===== src/rtl/regfile_param_if.sv =====
// Bundle of the register-bank access signals: write port, packed read ports,
// and the bulk-clear request/status lines.
interface regfile_param_if #(
    parameter int DATA_W = 32,
    parameter int ADDR_W = 5,
    parameter int NRD    = 2
);
    logic                   wr_en;
    logic [ADDR_W-1:0]      wr_addr;
    logic [DATA_W-1:0]      wr_data;
    logic [NRD*ADDR_W-1:0]  rd_addr;
    logic [NRD*DATA_W-1:0]  rd_data;
    logic                   clr_req;
    logic                   busy;
    logic                   clr_done;
    logic                   wr_drop;

    modport master (
        output wr_en, wr_addr, wr_data, rd_addr, clr_req,
        input  rd_data, busy, clr_done, wr_drop
    );

    modport slave (
        input  wr_en, wr_addr, wr_data, rd_addr, clr_req,
        output rd_data, busy, clr_done, wr_drop
    );
endinterface


===== src/rtl/regfile_param.sv =====
// Parametrised multi-read-port register bank with hardwired x0, optional
// write-to-read bypass and a sequential bulk-clear engine.
module regfile_param #(
    parameter int DATA_W = 32,
    parameter int ADDR_W = 5,
    parameter int NRD    = 2,
    parameter int BYPASS = 1
) (
    input  logic             clk,
    input  logic             rst_n,
    regfile_param_if.slave   bus,
    output logic [1:0]       dbg_state
);
    localparam int DEPTH = 1 << ADDR_W;

    // Timing contract: there is no valid/ready pair. A write is accepted on the
    // rising edge when wr_en is high, wr_addr != 0 and busy is low; otherwise it
    // is dropped (flagged by wr_drop a cycle later if busy caused it). Reads are
    // purely combinational and return 0 while busy. clr_req is sampled only in IDLE.

    if (NRD < 1 || NRD > 4) begin : g_nrd_check
        $error("regfile_param: NRD must be in 1..4");
    end

    typedef enum logic [1:0] {
        S_IDLE  = 2'd0,
        S_CLEAR = 2'd1,
        S_DONE  = 2'd2
    } state_t;

    state_t              state;
    state_t              state_nx;
    logic [ADDR_W-1:0]   cnt;
    logic [DATA_W-1:0]   mem [DEPTH];
    logic                busy_c;
    logic                done_c;
    logic                wr_ok;
    logic                wr_drop_q;
    logic [ADDR_W-1:0]   ra;
    logic [NRD*DATA_W-1:0] rd_mux;

    always_ff @(posedge clk or negedge rst_n) begin
        if (!rst_n) state <= S_IDLE;
        else        state <= state_nx;
    end

    always_comb begin
        state_nx = state;
        case (state)
            S_IDLE:  if (bus.clr_req) state_nx = S_CLEAR;
            S_CLEAR: if (cnt == '1)   state_nx = S_DONE;
            S_DONE:  state_nx = S_IDLE;
            default: state_nx = S_IDLE;
        endcase
    end

    always_comb begin
        busy_c = (state == S_CLEAR);
        done_c = (state == S_DONE);
    end

    assign bus.busy     = busy_c;
    assign bus.clr_done = done_c;
    assign bus.wr_drop  = wr_drop_q;
    assign dbg_state    = state;

    // The sweep starts at 1: x0 is hardwired and never needs clearing.
    always_ff @(posedge clk or negedge rst_n) begin
        if (!rst_n) begin
            cnt <= '0;
        end else begin
            case (state)
                S_IDLE:  if (bus.clr_req) cnt <= ADDR_W'(1);
                S_CLEAR: cnt <= (cnt == '1) ? '0 : cnt + ADDR_W'(1);
                default: cnt <= '0;
            endcase
        end
    end

    assign wr_ok = bus.wr_en && (bus.wr_addr != '0) && !busy_c;

    always_ff @(posedge clk or negedge rst_n) begin
        if (!rst_n) begin
            for (int i = 0; i < DEPTH; i++) mem[i] <= '0;
        end else if (busy_c) begin
            mem[cnt] <= '0;
        end else if (wr_ok) begin
            mem[bus.wr_addr] <= bus.wr_data;
        end
    end

    always_ff @(posedge clk or negedge rst_n) begin
        if (!rst_n) wr_drop_q <= 1'b0;
        else        wr_drop_q <= bus.wr_en && (bus.wr_addr != '0) && busy_c;
    end

    always_comb begin
        rd_mux = '0;
        ra     = '0;
        for (int k = 0; k < NRD; k++) begin
            ra = bus.rd_addr[k*ADDR_W +: ADDR_W];
            if (!busy_c && ra != '0) begin
                if (BYPASS != 0 && bus.wr_en && bus.wr_addr == ra)
                    rd_mux[k*DATA_W +: DATA_W] = bus.wr_data;
                else
                    rd_mux[k*DATA_W +: DATA_W] = mem[ra];
            end
        end
    end

    assign bus.rd_data = rd_mux;
endmodule


===== src/flat_wrapper.sv =====
// flat-port wrapper written by rule: the top's interface ports become plain ports
module regfile_param_flat 
#(
    parameter int DATA_W = 32,
    parameter int ADDR_W = 5,
    parameter int NRD    = 2,
    parameter int BYPASS = 1
)
  (clk, rst_n, dbg_state, bus_wr_en, bus_wr_addr, bus_wr_data, bus_rd_addr, bus_clr_req, bus_rd_data, bus_busy, bus_clr_done, bus_wr_drop);
  regfile_param_if #(.DATA_W(DATA_W), .ADDR_W(ADDR_W), .NRD(NRD)) bus_i ();
  input  logic clk;
  input  logic rst_n;
  output logic [1:0] dbg_state;
  input wire logic [$bits(bus_i.wr_en)-1:0] bus_wr_en;
  input wire logic [$bits(bus_i.wr_addr)-1:0] bus_wr_addr;
  input wire logic [$bits(bus_i.wr_data)-1:0] bus_wr_data;
  input wire logic [$bits(bus_i.rd_addr)-1:0] bus_rd_addr;
  input wire logic [$bits(bus_i.clr_req)-1:0] bus_clr_req;
  output wire logic [$bits(bus_i.rd_data)-1:0] bus_rd_data;
  output wire logic [$bits(bus_i.busy)-1:0] bus_busy;
  output wire logic [$bits(bus_i.clr_done)-1:0] bus_clr_done;
  output wire logic [$bits(bus_i.wr_drop)-1:0] bus_wr_drop;
  assign bus_i.wr_en = bus_wr_en;
  assign bus_i.wr_addr = bus_wr_addr;
  assign bus_i.wr_data = bus_wr_data;
  assign bus_i.rd_addr = bus_rd_addr;
  assign bus_i.clr_req = bus_clr_req;
  assign bus_rd_data = bus_i.rd_data;
  assign bus_busy = bus_i.busy;
  assign bus_clr_done = bus_i.clr_done;
  assign bus_wr_drop = bus_i.wr_drop;
  regfile_param #(.DATA_W(DATA_W), .ADDR_W(ADDR_W), .NRD(NRD), .BYPASS(BYPASS)) u_core (.clk(clk), .rst_n(rst_n), .bus(bus_i), .dbg_state(dbg_state));
endmodule

===== config.mk =====
export PLATFORM = sky130hd
export DESIGN_NAME = regfile_param_flat
export DESIGN_NICKNAME = d
export VERILOG_FILES = /design/src/rtl/regfile_param_if.sv /design/src/rtl/regfile_param.sv /design/src/flat_wrapper.sv
export SDC_FILE = /design/constraint.sdc
export NUM_CORES = 2
export LEC_CHECK = 0
export BUFFER_PORTS_ARGS = -buffer_cell sky130_fd_sc_hd__buf_2
export CORE_MARGIN = 3
export CORE_UTILIZATION = 40
export DETAILED_ROUTE_END_ITERATION = 6
export GPL_TIMING_DRIVEN = 0
export PLACE_DENSITY = 0.66
export SKIP_LAST_GASP = 1
export SLEW_MARGIN = 20
export SYNTH_ARGS = -nofsm -noshare
export SYNTH_HDL_FRONTEND = slang
export SYNTH_SLANG_ARGS = --single-unit

===== constraint.sdc =====
create_clock -name clk -period 3.7 [get_ports clk]
set_clock_uncertainty 0.1 [all_clocks]
set_input_delay 0.185 -clock clk [delete_from_list [all_inputs] [get_ports clk]]
set_output_delay 0.185 -clock clk [all_outputs]
set_load 0.01 [all_outputs]

==> flow_summary_export.csv <==
group,metric,value,unit
run_status,status,"finished with violations",
run_status,violations,"design-rule violations, negative setup slack",
timing,tightest_slew,1.36,ns
yosys,yosys.area_share.simple,0.0266,
pwr,p_int,23.0,mW
critical_path,timing.critical_path.buf_inv,2,
timing,period_share,1.04,
routing,wire_per_inst,43.4,microns
yosys,post_synthesis_adder_cell_area_fraction,0.00118,
grt,grt_start_max_net_pins,136,
floorplanning,floorplan.core_area,0.130,sq mm
placed_design,post_dp_hpwl,182000,microns
pwr,vdd_drop_max,371,uV
grt,grt_first_pass_wirelength,348000,microns
floorplanning,core.rowCount,132,
timing,final.setup.tns,-5.01,ns
pwr,combPwrFrac,0.217,
routing,routed-via-count,44413,
clock_network,clock_tree.root_cell,"sky130_fd_sc_hd__clkbuf_16",
yosys,syn_nets,3808,
yosys,async_flop_share,1.00,
clock_network,cts_made_buffers,112,
routing,drc,3,
timing,worst_slack,-0.159,ns
clock_network,clockBufferDepth,3,
finish,layout_cell_share_with_drive_strength_beyond_1,0.243,
critical_path,worst_setup_path_end_kind,"register",
clock_network,clock_insertion_delay_worst_skew,0.79,ns
hold_path,min_path_cells,2,
floorplanning,floorplan.die_area,0.137,sq mm
grt,global_route.usage.total,0.366,
critical_path,critical_path_peak_fanout,10,
routing,detailedRoute.firstPassIterationCount,7,
critical_path,critical_path.startpoint_type,"register",
finish,layout.cells.most_common,"sky130_fd_sc_hd__dfrtp_1",
grt,first_global_vias,43046,
timing,grt_setup_unrepaired,"yes",
yosys,postSynthAreaPerCell,14.1,sq um
finish,area_growth_syn_to_layout,14.2,%
timing,finalHoldViolCount,0,
floorplanning,die-width,370,microns
critical_path,ff2ff_setup_slack,-0.16,ns
timing,setup_viol,91,
critical_path,rr_worst_depth,7,
yosys,post_synth_main_area_contributors,"sky130_fd_sc_hd__dfrtp_1 (49%), sky130_fd_sc_hd__mux4_2 (22%), sky130_fd_sc_hd__a22o_1 (17%)",
critical_path,cp_cell_sequence,"nand2b_1, buf_2, nand4b_1, nor2_1, a21oi_1, buf_1, a22o_1",
routing,wirelength,253000,microns
timing,min_period,3.86,ns
routing,ant_nets,0,
yosys,yosys.area.top_type,"sky130_fd_sc_hd__dfrtp_1",
hold_path,hold_path.class,"input port to register",
finish,finalNetCount,4048,
critical_path,required,4.32,ns
routing,drt_iter0_drc,7545,
yosys,ys.flop_type,"sky130_fd_sc_hd__dfrtp_1",
yosys,syn_area,0.0529,sq mm
routing,avgViaCountPerCell,7.60,
yosys,seq_cells_post_synth,1032,
pwr,power.share.sequential,0.415,
critical_path,worst_r2r_endpoint,"u_core.mem[82]$_DFFE_PN0P_",
clock_network,cts.htree.levels,3,
hold_path,hold_start,"bus_wr_addr[1]",
clock_network,cts.reportedPaths.clkPinSlew,0.07,ns
floorplanning,pin_count,120,
critical_path,worst_path_max_delay_cell,"sky130_fd_sc_hd__buf_1",
yosys,portion_of_the_post_synthesis_area_used_by_sequential_elements,0.488,
pwr,clock_power_share,0.368,
timing,slew_viol_final,0,
floorplanning,die_h,370,microns
clock_network,tritoncts_clock_tree,"yes",
yosys,synth_top_family_by_area,"multiplexers",
clock_network,clkSinkCount,1032,
critical_path,worst_path_dominant_cell_family,"buffers and inverters",
floorplanning,initial_utilization,0.406,
placed_design,routabilityCongestion,1.04,
yosys,post_synth_xor_area_fraction,0.00165,
yosys,number_of_library_cell_types_mapped_by_synthesis,53,
critical_path,crit_path_max_incr_delay,1.04,ns
yosys,syn_inst,3752,
finish,filler_cell_count,11599,
pwr,power.switching,10.8,mW
placed_design,io_buffers,78,
critical_path,timing.setup.critical_path_class,"register to register",
yosys,synth_compound_area_frac,0.213,
yosys,post_synth_mux_area_share,0.228,
finish,layout_common_cells,"sky130_fd_sc_hd__dfrtp_1 (1,031), sky130_fd_sc_hd__a22o_1 (1,022), sky130_fd_sc_hd__mux4_2 (519), sky130_fd_sc_hd__clkbuf_1 (334), sky130_fd_sc_hd__buf_2 (166)",
hold_path,min_delay_worst_endpoint,"u_core.bus.wr_drop$_DFF_PN0_",
yosys,yosysTopAreaCellShare,0.488,
pwr,power-per-cell-area,557,mW/mm^2
run,max_cap_violations,0,
pwr,p_leak,26.1,nW
timing,slew_headroom,0.0958,
timing,max_freq,0.259,GHz
placed_design,preCtsSetupSlack,-0.523,ns
grt,grt.overflow.total,0,
critical_path,crit_arrival,4.47,ns
yosys,synth-edff-count,0,
yosys,yosys_warnings,0,
critical_path,critical_path.reg2reg.startpoint,"u_core.dbg_state[1]$_DFFE_PN0P_",
pwr,power.switching_fraction,0.319,
grt,antenna_violations_before_repair,18,
[how the worst max path moves through the flow]
stage | from | end | slack, ns | cells after the start
3_3_place_gp | rst_n | u_core.mem[529]$_DFFE_PN0P_ | -20.51 | 1
6_report | u_core.dbg_state[1]$_DFFE_PN0P_ | u_core.mem[82]$_DFFE_PN0P_ | -0.16 | 7
2_1_floorplan | u_core.dbg_state[1]$_DFFE_PN0P_ | bus_rd_data[36] | 1.51 | 8
3_5_place_dp | bus_rd_addr[1] | bus_rd_data[30] | -0.52 | 9
4_1_cts | u_core.dbg_state[1]$_DFFE_PN0P_ | bus_rd_data[50] | -0.07 | 10
5_1_grt | u_core.dbg_state[1]$_DFFE_PN0P_ | u_core.mem[456]$_DFFE_PN0P_ | -0.05 | 7
[worst reg2reg max path: cells and delay by family (launching register included)]
family                 cells  cell delay (ns)
flip-flops                 1             0.43
AND/OR/NAND/NOR            3             0.94
buffers and inverters      2             1.20
AO/OA/AOI/OAI              2             1.11
[flip-flops by register name (all words and copies together) (netlist names)]
signal and count:
u_core.mem 1024, u_core.cnt 5, u_core.dbg_state 2, u_core.bus.wr_drop 1
[cell families (layout without fill, tap and decap cells)]
family	Yosys count	in the layout
compound gates	1342	1342
flops	1032	1032
mux	555	555
buf+inv	526	861
simple gates	282	282
xor+xnor	10	10
fa+ha+maj	5	5
other cells	0	13
[final cells by class]
| cell class | instances | area (sq um) | share of cell area |
|---|---|---|---|
| clock buffer | 164 | 3340 | 0.0552 |
| antenna | 13 | 32.5 | 0.000538 |
| multi-input combinational | 2194 | 25000 | 0.414 |
| inverter | 6 | 22.5 | 0.000372 |
| buffer | 519 | 2330 | 0.0385 |
| sequential | 1032 | 25800 | 0.427 |
| tap | 1742 | 2180 | 0.0360 |
| clock inverter | 45 | 658 | 0.0109 |
| timing repair buffer | 127 | 1070 | 0.0176 |
[Yosys cell counts (all sizes together) (2+ instances only)]
library cell,instances
dfrtp,1032
a22o,1023
mux4,519
clkbuf,346
buf,174
a22oi,126
nand2,75
a21oi,61
nand3,57
and2,50
nor2,46
mux2i,36
o22ai,32
a21boi,23
a221o,23
a311oi,22
nor3,15
a211oi,11
a32o,8
nor2b,7
nand3b,6
xnor2,6
ha,5
inv,5
nor3b,5
and3,4
nand4,4
xor2,4
a32oi,3
nand2b,3
a21o,2
and3b,2
nand4b,2
o21ai,2
or3,2
or3b,2
[layer usage]
metal	up-vias	track usage	wire, microns
li1	15826	-	-
met5	-	0.0167	204
met3	1043	0.176	39000
met1	23224	0.453	88000
met2	4304	0.494	102000
met4	16	0.267	23600
[metrics by stage]
stage | total power [mW] | util | hold WS, ns | instance area [sq um] | cells
after floorplan | 17.9 | - | -0.211 | 52900 | 3752
after global placement | 20.7 | 0.425 | 0.383 | 55500 | 5572
after detailed placement | 20.9 | 0.428 | 0.150 | 55800 | 5581
after CTS | 33.2 | 0.462 | 0.0303 | 60300 | 5826
after global routing | 34.4 | 0.463 | 0.0287 | 60400 | 5830
final | 33.7 | 0.463 | 0.0837 | 60500 | 5842
[power groups by stage]
stage	Clock [mW]	Sequential, mW	Combinational [mW]
2_1_floorplan	0	13.7	4.24
3_3_place_gp	0	14.0	6.73
3_5_place_dp	0	14.0	6.87
4_1_cts	12.4	13.9	6.97
5_1_grt	12.8	14.1	7.44
6_report	12.4	14.0	7.32
[what timing repair did]
action / 4_1_cts / 5_1_grt
setup buffers: 1 / 4
hold endpoints to repair: 337 / 0
hold buffers: 35 / 0
gates resized for setup: 39 / 39
setup endpoints to repair: 64 / 257
pin swaps: 2 / 1
No activity file was read; power rests on OpenSTA's default activity.
